`config.mk`:
```
export PLATFORM = sky130hd
export DESIGN_NAME = wb_stream_reader_ctrl
export DESIGN_NICKNAME = d
export VERILOG_FILES = /design/src/rtl/wb_stream_reader_ctrl.sv
export SDC_FILE = /design/constraint.sdc
export NUM_CORES = 1
export LEC_CHECK = 0
export CAP_MARGIN = 0
export CORE_MARGIN = 5
export CORE_UTILIZATION = 58
export CTS_BUF_LIST = sky130_fd_sc_hd__clkbuf_8
export CTS_CLUSTER_SIZE = 28
export DETAILED_ROUTE_END_ITERATION = 8
export GPL_TIMING_DRIVEN = 0
export HOLD_SLACK_MARGIN = 0.08
export PLACE_DENSITY = 0.92
export SYNTH_ARGS = -nofsm -noshare
export SYNTH_HDL_FRONTEND = slang
export SYNTH_SLANG_ARGS = --single-unit
```
`constraint.sdc`:
```
create_clock -name wb_clk_i -period 19.5 [get_ports wb_clk_i]
set_input_delay 3.9 -clock wb_clk_i [delete_from_list [all_inputs] [get_ports wb_clk_i]]
set_output_delay 3.9 -clock wb_clk_i [all_outputs]
set_load 0.03 [all_outputs]
```
`src/rtl/wb_stream_reader_ctrl.sv`:
```
// rtl/wb_stream_reader_ctrl.sv - Wishbone burst writer draining an FWFT stream FIFO into memory
// Optional macro WB_STREAM_READER_CTRL_ERR_ABORT_EN: wbm_err_i aborts the transfer and pulses err.
module wb_stream_reader_ctrl #(
    parameter int WB_AW         = 32,
    parameter int WB_DW         = 32,
    parameter int FIFO_AW       = 4,
    parameter int MAX_BURST_LEN = 2**FIFO_AW
) (
    input  logic                 wb_clk_i,
    input  logic                 wb_rst_i,
    output logic [WB_AW-1:0]     wbm_adr_o,
    output logic [WB_DW-1:0]     wbm_dat_o,
    output logic [WB_DW/8-1:0]   wbm_sel_o,
    output logic                 wbm_we_o,
    output logic                 wbm_cyc_o,
    output logic                 wbm_stb_o,
    output logic [2:0]           wbm_cti_o,
    output logic [1:0]           wbm_bte_o,
    input  logic                 wbm_ack_i,
    input  logic                 wbm_err_i,
    input  logic                 wbm_rty_i,
    input  logic [WB_DW-1:0]     fifo_d,
    output logic                 fifo_rd,
    input  logic [FIFO_AW:0]     fifo_cnt,
    input  logic [WB_AW-1:0]     start_adr,
    input  logic [WB_AW-1:0]     buf_size,
    input  logic [WB_AW-1:0]     burst_size,
    input  logic                 enable,
`ifdef WB_STREAM_READER_CTRL_ERR_ABORT_EN
    output logic                 err,
`endif
    output logic                 busy,
    output logic                 done
);

    localparam logic [1:0] S_IDLE  = 2'd0;
    localparam logic [1:0] S_WAIT  = 2'd1;
    localparam logic [1:0] S_BURST = 2'd2;

    localparam logic [2:0] CTI_CLASSIC = 3'b000;
    localparam logic [2:0] CTI_INCR    = 3'b010;
    localparam logic [2:0] CTI_END     = 3'b111;

    localparam logic [WB_AW-1:0] BYTES   = WB_AW'(WB_DW / 8);
    localparam logic [WB_AW-1:0] MAX_LEN = WB_AW'(MAX_BURST_LEN);
    localparam logic [WB_AW-1:0] ONE     = WB_AW'(1);
    localparam logic [WB_AW-1:0] TWO     = WB_AW'(2);

    logic [1:0]       state_q, state_d;
    logic [WB_AW-1:0] adr_q, adr_d;
    logic [2:0]       cti_q, cti_d;
    logic             cyc_q, cyc_d;
    logic             busy_q, busy_d;
    logic             done_q, done_d;
    logic [WB_AW-1:0] start_adr_q, start_adr_d;
    logic [WB_AW-1:0] buf_size_q, buf_size_d;
    logic [WB_AW-1:0] burst_q, burst_d;
    logic [WB_AW-1:0] word_cnt_q, word_cnt_d;
    logic [WB_AW-1:0] beat_cnt_q, beat_cnt_d;
    logic [WB_AW-1:0] len_q, len_d;
`ifdef WB_STREAM_READER_CTRL_ERR_ABORT_EN
    logic             err_q, err_d;
`endif

    logic [WB_AW-1:0] remain;
    logic [WB_AW-1:0] len_now;
    logic [WB_AW-1:0] burst_clamped;
    logic             fifo_ok;
    logic             beat;
    logic             last_beat;

    // A retry response holds the beat exactly like a wait state.
    assign beat      = cyc_q & (wbm_ack_i | wbm_err_i) & ~wbm_rty_i;
    assign last_beat = (beat_cnt_q == len_q - ONE);
    assign remain    = buf_size_q - word_cnt_q;
    assign len_now   = (burst_q < remain) ? burst_q : remain;
    assign fifo_ok   = (WB_AW'(fifo_cnt) >= len_now);

    assign burst_clamped = (burst_size == '0)     ? ONE     :
                           (burst_size > MAX_LEN) ? MAX_LEN : burst_size;

    assign wbm_adr_o = adr_q;
    assign wbm_dat_o = fifo_d;
    assign wbm_sel_o = '1;
    assign wbm_we_o  = 1'b1;
    assign wbm_cyc_o = cyc_q;
    assign wbm_stb_o = cyc_q;
    assign wbm_cti_o = cti_q;
    assign wbm_bte_o = 2'b00;
    assign fifo_rd   = beat;
    assign busy      = busy_q;
    assign done      = done_q;
`ifdef WB_STREAM_READER_CTRL_ERR_ABORT_EN
    assign err       = err_q;
`endif

    always_comb begin
        state_d     = state_q;
        adr_d       = adr_q;
        cti_d       = cti_q;
        cyc_d       = cyc_q;
        busy_d      = busy_q;
        done_d      = 1'b0;
        start_adr_d = start_adr_q;
        buf_size_d  = buf_size_q;
        burst_d     = burst_q;
        word_cnt_d  = word_cnt_q;
        beat_cnt_d  = beat_cnt_q;
        len_d       = len_q;
`ifdef WB_STREAM_READER_CTRL_ERR_ABORT_EN
        err_d       = 1'b0;
`endif
        case (state_q)
            S_IDLE: begin
                if (enable) begin
                    start_adr_d = start_adr;
                    buf_size_d  = buf_size;
                    burst_d     = burst_clamped;
                    word_cnt_d  = '0;
                    busy_d      = 1'b1;
                    state_d     = S_WAIT;
                end
            end
            S_WAIT: begin
                // Only an empty buffer reaches WAIT with nothing left to write.
                if (remain == '0) begin
                    done_d  = 1'b1;
                    busy_d  = 1'b0;
                    state_d = S_IDLE;
                end else if (fifo_ok) begin
                    cyc_d      = 1'b1;
                    adr_d      = start_adr_q + word_cnt_q * BYTES;
                    beat_cnt_d = '0;
                    len_d      = len_now;
                    cti_d      = (len_now == ONE) ? CTI_END : CTI_INCR;
                    state_d    = S_BURST;
                end
            end
            S_BURST: begin
`ifdef WB_STREAM_READER_CTRL_ERR_ABORT_EN
                if (cyc_q && wbm_err_i) begin
                    cyc_d   = 1'b0;
                    cti_d   = CTI_CLASSIC;
                    busy_d  = 1'b0;
                    err_d   = 1'b1;
                    state_d = S_IDLE;
                end else
`endif
                if (beat) begin
                    adr_d      = adr_q + BYTES;
                    beat_cnt_d = beat_cnt_q + ONE;
                    word_cnt_d = word_cnt_q + ONE;
                    if (last_beat) begin
                        cyc_d = 1'b0;
                        cti_d = CTI_CLASSIC;
                        if (word_cnt_q + ONE == buf_size_q) begin
                            done_d  = 1'b1;
                            busy_d  = 1'b0;
                            state_d = S_IDLE;
                        end else begin
                            state_d = S_WAIT;
                        end
                    end else if (beat_cnt_q + TWO == len_q) begin
                        cti_d = CTI_END;
                    end
                end
            end
            default: begin
                cyc_d   = 1'b0;
                busy_d  = 1'b0;
                state_d = S_IDLE;
            end
        endcase
    end

    always_ff @(posedge wb_clk_i or posedge wb_rst_i) begin
        if (wb_rst_i) begin
            state_q     <= S_IDLE;
            adr_q       <= '0;
            cti_q       <= CTI_CLASSIC;
            cyc_q       <= 1'b0;
            busy_q      <= 1'b0;
            done_q      <= 1'b0;
            start_adr_q <= '0;
            buf_size_q  <= '0;
            burst_q     <= ONE;
            word_cnt_q  <= '0;
            beat_cnt_q  <= '0;
            len_q       <= ONE;
`ifdef WB_STREAM_READER_CTRL_ERR_ABORT_EN
            err_q       <= 1'b0;
`endif
        end else begin
            state_q     <= state_d;
            adr_q       <= adr_d;
            cti_q       <= cti_d;
            cyc_q       <= cyc_d;
            busy_q      <= busy_d;
            done_q      <= done_d;
            start_adr_q <= start_adr_d;
            buf_size_q  <= buf_size_d;
            burst_q     <= burst_d;
            word_cnt_q  <= word_cnt_d;
            beat_cnt_q  <= beat_cnt_d;
            len_q       <= len_d;
`ifdef WB_STREAM_READER_CTRL_ERR_ABORT_EN
            err_q       <= err_d;
`endif
        end
    end

endmodule

```
==> flow_summary_export.csv, run 1 <==
group,metric,value,unit
cells_and_area,fin_cells,2770,
cts,clk_latency,0.57,ns
route,drc,0,
cells_and_area,final_core_util,68.6,%
power,powerDensity,133,nW/µm²
critical_path,cp-start-kind,"primary input",
logic_synthesis,syn_area,18300,µm²
logic_synthesis,synth-edff-count,0,
cells_and_area,fillCellCount,2368,
timing,fmax,105,MHz
critical_path,cp_data_arrival_time,5.63,ns
critical_path,cp_num_buf_inv,2,
cts,cts-root-buf,"clkbuf_8",
grt,overflow,0,
cells_and_area,n_antenna_cell,0,
logic_synthesis,synth-seq-cells,231,
logic_synthesis,synth-async-reset-ratio,100,%
critical_path,endpoint_kind,"output port",
worst_hold_path,hold_class,"reg -> reg",
power,finalPower,2.86,mW
grt,grt_pass1_wl,90.3,mm
grt,antenna_found_initial,0,
logic_synthesis,synth_ff_type,"dfrtp_1",
logic_synthesis,netlist-cell-type-count,91,
critical_path,cp.required,15.60,ns
cts,clk_pin_slew_worst_paths,0.06,ns
timing,skew,0.0196,ns
logic_synthesis,syn_avg_cell_area,8.66,µm²
floorplan,design.portCount,218,
critical_path,crit_type,"in -> out",
cts,cts_resized,0,
cts,htree_levels,2,
critical_path,path_max_fanout,7,
timing,setup_tns,0,ns
floorplan,rows,65,
grt,track_usage,30.9,%
route,vias_per_cell,6.43,
route,ant_nets,0,
floorplan,dieHeight,187,µm
logic_synthesis,syn_inst,2109,
placed_design,io_buffers,178,
route,wirelength,56.5,mm
floorplan,start_util,58.3,%
critical_path,cp_top_family,"buffers and inverters",
critical_path,cpPeakStageDelay,0.78,ns
logic_synthesis,yosysWarningCount,0,
cts,cts_tree,"yes",
cts,clock_path_buffers,3,
floorplan,die_w,187,µm
cells_and_area,layout-drive-gt1-share,9.80,%
timing,drv_slew,0,
route,wl_per_cell,20.4,µm
cts,holdBufCountCts,0,
power,cellLeakagePower,9.21,nW
grt,grt_max_degree,117,
placed_design,gp_congestion,1.02,
timing,setup_viol,0,
placed_design,dp_hpwl,43.0,mm
critical_path,crit_path_cell_trace,"clkdlybuf4s50_1 > nor2_1 > nor3b_2 > clkdlybuf4s50_1",
critical_path,cpMostUsedCell,"clkdlybuf4s50_1",
critical_path,cp_slowest_cell,"clkdlybuf4s50_1",
status,status,"complete, no violations",
timing,slew_headroom,27.9,%
route,drt-pass1-iter-count,6,
cells_and_area,stdcell_area,21500,µm²
grt,grt_pass1_vias,17600,
timing,finalCritPeriodShare,48.9,%
floorplan,coreArea,31300,µm²
cells_and_area,final_nets,2584,
placed_design,dp.cells,2695,
placed_design,placed_cell_area,20600,µm²
power,peakVddDrop,87.3,µV
job,cap_violations,0,
logic_synthesis,ys_seq_area_share,31.7,%
cts,numClockSinks,231,
floorplan,dieArea,35100,µm²
timing,finalHoldViolCount,0,
cells_and_area,syn_to_final_growth,17.6,%
timing,rsz0062_at_grt,"false",
timing,tightest_slew,1.07,ns
route,vias,17800,
timing,fin_crit,9.53,ns
cts,cts_setup_buffers,0,
cts,cts_buffers,42,
route,drt_iter0_markers,1695,
## report_power, final
part / switching [mW] / internal, mW / total [mW]
registers: 0.147 / 0.596 / 0.743
logic: 0.986 / 0.638 / 1.62
clock network: 0.215 / 0.273 / 0.488
total: 1.35 / 1.51 / 2.86
## worst min-delay path: cells and delay by family, from the launching register on
family        cells  cell delay (ns)
flops             1             0.38
simple gates      2             0.10
## cells in the final DEF, fill, tap and decap left out, types with 84 or more instances in the layout
master,count
nor2_1,127
a21oi_1,140
clkbuf_1,84
inv_1,98
clkdlybuf4s50_1,178
dfrtp_1,229
o21ai_0,97
ha_1,106
xnor2_1,112
nand2_1,155
## state kept, by name, indices dropped and copies added, names as in the netlist, 2 cells and up
signal       flops
buf_size_q      32
wbm_cti_o        2
burst_q         32
state_q          2
wbm_adr_o       32
beat_cnt_q      32
start_adr_q     32
len_q           32
word_cnt_q      32
## kinds of logic after synthesis
kind of cell    Yosys count  share of synthesized area, %
fa+ha+maj               108                          7.48
other cells               2                        0.0411
compound gates          535                          20.0
xor+xnor                159                          7.62
simple gates            742                          21.6
buf+inv                 237                          5.86
flops                   231                          31.7
mux                      95                          5.71
## metal layers
metal	GRT usage [%]	wire, µm
met1	37.1	21300
met2	52.6	27000
met3	6.07	4930
met4	16.3	3360
met5	0	0
## final timing paths
path | to | cells after the start | from | slack [ns]
worst max register to register | wbm_adr_o[9] | 34 | word_cnt_q[8] | 11.08
min in group asynchronous | start_adr_q[3] | 2 | wb_rst_i | 3.93
worst min register to register | burst_q[0] | 2 | burst_q[0] | 0.48
worst max-delay path | fifo_rd | 4 | wbm_err_i | 9.97
worst min-delay path | burst_q[0] | 2 | burst_q[0] | 0.48
max in group asynchronous | wbm_adr_o[23] | 3 | wb_rst_i | 14.50
## Yosys cell counts (all sizes together), types with 24 or more instances
| cell | instances | area share [%] |
|---|---|---|
| ha | 106 | 7.3 |
| a21oi | 141 | 3.9 |
| xnor2 | 112 | 5.4 |
| inv | 86 | 1.8 |
| a2111oi | 27 | 1.4 |
| and2 | 60 | 2.1 |
| nand2 | 155 | 3.2 |
| xor2 | 47 | 2.3 |
| nand4 | 45 | 1.5 |
| and3 | 25 | 0.86 |
| nor2 | 127 | 2.6 |
| dfrtp | 229 | 31 |
| mux2 | 73 | 4.5 |
| or3 | 24 | 0.85 |
| nor4 | 42 | 1.5 |
| buf | 66 | 2.3 |
| nor2b | 52 | 1.8 |
| a21o | 57 | 2.3 |
| nor3 | 67 | 2.0 |
| nand3 | 66 | 1.8 |
| o21ai | 100 | 2.7 |
| clkbuf | 85 | 1.8 |
## through the flow
step,setup slack [ns],hold WS (ns)
floorplan,9.27,0.442
global placement,6.59,0.461
detailed placement,9.96,0.469
CTS,9.96,0.478
global route,9.91,0.508
finish,9.97,0.478
## layout make-up
class,count,area (µm²),share of cell area [%]
Clock buffer,50,688,3.20
Sequential cell,231,5780,26.9
Multi-Input combinational cell,1646,11400,53.2
Inverter,86,330,1.54
Timing Repair Buffer,179,1810,8.42
Clock inverter,25,189,0.879
Tap cell,402,503,2.34
Buffer,151,747,3.48
Power figures use the tool's default switching activity.
==> inputs of run 2 (changes only) <==
Settings changed: CORE_UTILIZATION 58 to 53, PLACE_DENSITY 0.92 to 0.89.
Clock period 19.5 ns to 8.6 ns, I/O delays scaled along.
==> flow_summary_export.csv, run 2 (synthesized netlist as in run 1, its figures left out) <==
group,metric,value,unit
placed_design,io_buffers,178,
critical_path,cp_data_arrival_time,8.71,ns
timing,finalHoldViolCount,0,
route,vias_per_cell,6.18,
cts,cts_tree,"yes",
floorplan,design.portCount,218,
placed_design,placed_cell_area,20700,µm²
floorplan,start_util,53.3,%
job,cap_violations,0,
grt,grt_max_degree,130,
cts,cts_buffers,43,
cts,clk_latency,0.61,ns
route,wl_met2,29.1,mm
cells_and_area,layout-drive-gt1-share,10.2,%
cts,htree_levels,2,
route,drc,0,
floorplan,coreArea,34300,µm²
route,met3_length,4.18,mm
route,wl_per_cell,20.8,µm
cts,cts_setup_buffers,0,
cts,numClockSinks,231,
grt,antenna_found_initial,0,
route,drt_iter0_markers,1497,
floorplan,rows,68,
timing,setup_tns,0,ns
critical_path,cpPeakStageDelay,0.43,ns
route,wl_met1,22.8,mm
critical_path,rr_worst_depth,33,
worst_hold_path,hold_class,"reg -> reg",
route,vias,17400,
route,routed.top_layer,"met4",
timing,finalCritPeriodShare,95.0,%
timing,setup_viol,0,
floorplan,dieHeight,196,µm
route,drt-pass1-iter-count,6,
floorplan,die_w,196,µm
cells_and_area,stdcell_area,21600,µm²
cells_and_area,final_common_cell,"dfrtp_1",
power,cellLeakagePower,9.23,nW
critical_path,cp.required,9.13,ns
grt,overflow,0,
cells_and_area,fin_cells,2824,
cells_and_area,final_core_util,63.1,%
timing,fmax,122,MHz
critical_path,endpoint_kind,"flop",
power,powerDensity,304,nW/µm²
cts,clk_pin_slew_worst_paths,0.07,ns
grt,grt_pass1_wl,93.0,mm
cts,cts-root-buf,"clkbuf_8",
cells_and_area,fillCellCount,2865,
grt,track_usage,29.7,%
timing,skew,0.0261,ns
timing,drv_slew,0,
power,peakVddDrop,223,µV
grt,grt_pass1_vias,17400,
placed_design,gp_congestion,1.00,
timing,slew_headroom,27.4,%
cells_and_area,syn_to_final_growth,18.4,%
floorplan,dieArea,38300,µm²
timing,fin_crit,8.17,ns
critical_path,cp_slowest_cell,"or4_1",
timing,rsz0062_at_grt,"false",
placed_design,dp_hpwl,44.9,mm
route,wirelength,58.6,mm
status,status,"complete, no violations",
cells_and_area,final_cell_mix,"229 x dfrtp_1, 178 x clkdlybuf4s50_1, 154 x nand2_1",
critical_path,crit_type,"reg -> reg",
critical_path,cp-start-kind,"flop",
placed_design,dp.cells,2748,
worst_hold_path,whs_path_depth,2,
cells_and_area,final_nets,2585,
cts,clock_path_buffers,3,
route,ant_nets,0,
critical_path,path_max_fanout,10,
critical_path,cpMostUsedCell,"ha_1",
timing,tightest_slew,1.08,ns
cells_and_area,n_antenna_cell,0,
[run 2: layer usage]
metal	GRT usage [%]	vias up
li1	-	8121
met1	36.3	8342
met2	51.9	812
met3	5.27	173
met4	12.3	0
met5	0	-
[run 2: layout make-up]
cell class / count / area (µm²) / share of cell area, %
multi-input combinational: 1646 / 11400 / 52.9
sequential: 231 / 5780 / 26.7
timing repair buffer: 179 / 1810 / 8.37
clock buffer: 56 / 771 / 3.56
buffer: 151 / 748 / 3.46
tap: 455 / 569 / 2.63
inverter: 86 / 330 / 1.53
clock inverter: 20 / 170 / 0.787
[run 2: worst paths after layout]
check	start	to	slack, ns
max	word_cnt_q[8]	beat_cnt_q[19]	0.43
min	burst_q[0]	burst_q[0]	0.48
max reg2reg	word_cnt_q[8]	beat_cnt_q[19]	0.43
min reg2reg	burst_q[0]	burst_q[0]	0.48
max in group asynchronous	wb_rst_i	wbm_adr_o[12]	5.79
min in group asynchronous	wb_rst_i	buf_size_q[1]	1.73
[run 2: repair_timing]
action                     CTS  global route
hold endpoints to repair     0             0
hold buffers                 0             0
setup endpoints to repair    0            66
resized for setup            0             3
[run 2: through the flow]
step | power [mW] | setup slack (ns) | hold WS, ns
final | 6.57 | 0.429 | 0.478
after floorplan | 4.11 | 0.550 | 0.442
after CTS | 6.51 | 0.310 | 0.474
after detailed placement | 5.30 | 0.377 | 0.465
after global routing | 6.96 | 0.0400 | 0.485
after global placement | 5.20 | -2.34 | 0.461
[run 2: report_power, final]
group | internal (mW) | total [mW] | switching [mW]
Clock | 0.673 | 1.19 | 0.515
Sequential | 1.35 | 1.68 | 0.332
Combinational | 1.45 | 3.70 | 2.25
[run 2: worst max-delay path: cells and delay by family (launching register included)]
kind	cells	cell delay, ns
flops	1	0.36
simple gates	13	2.91
buf+inv	7	1.65
fa+ha+maj	3	0.89
mux	1	0.40
compound gates	9	1.85
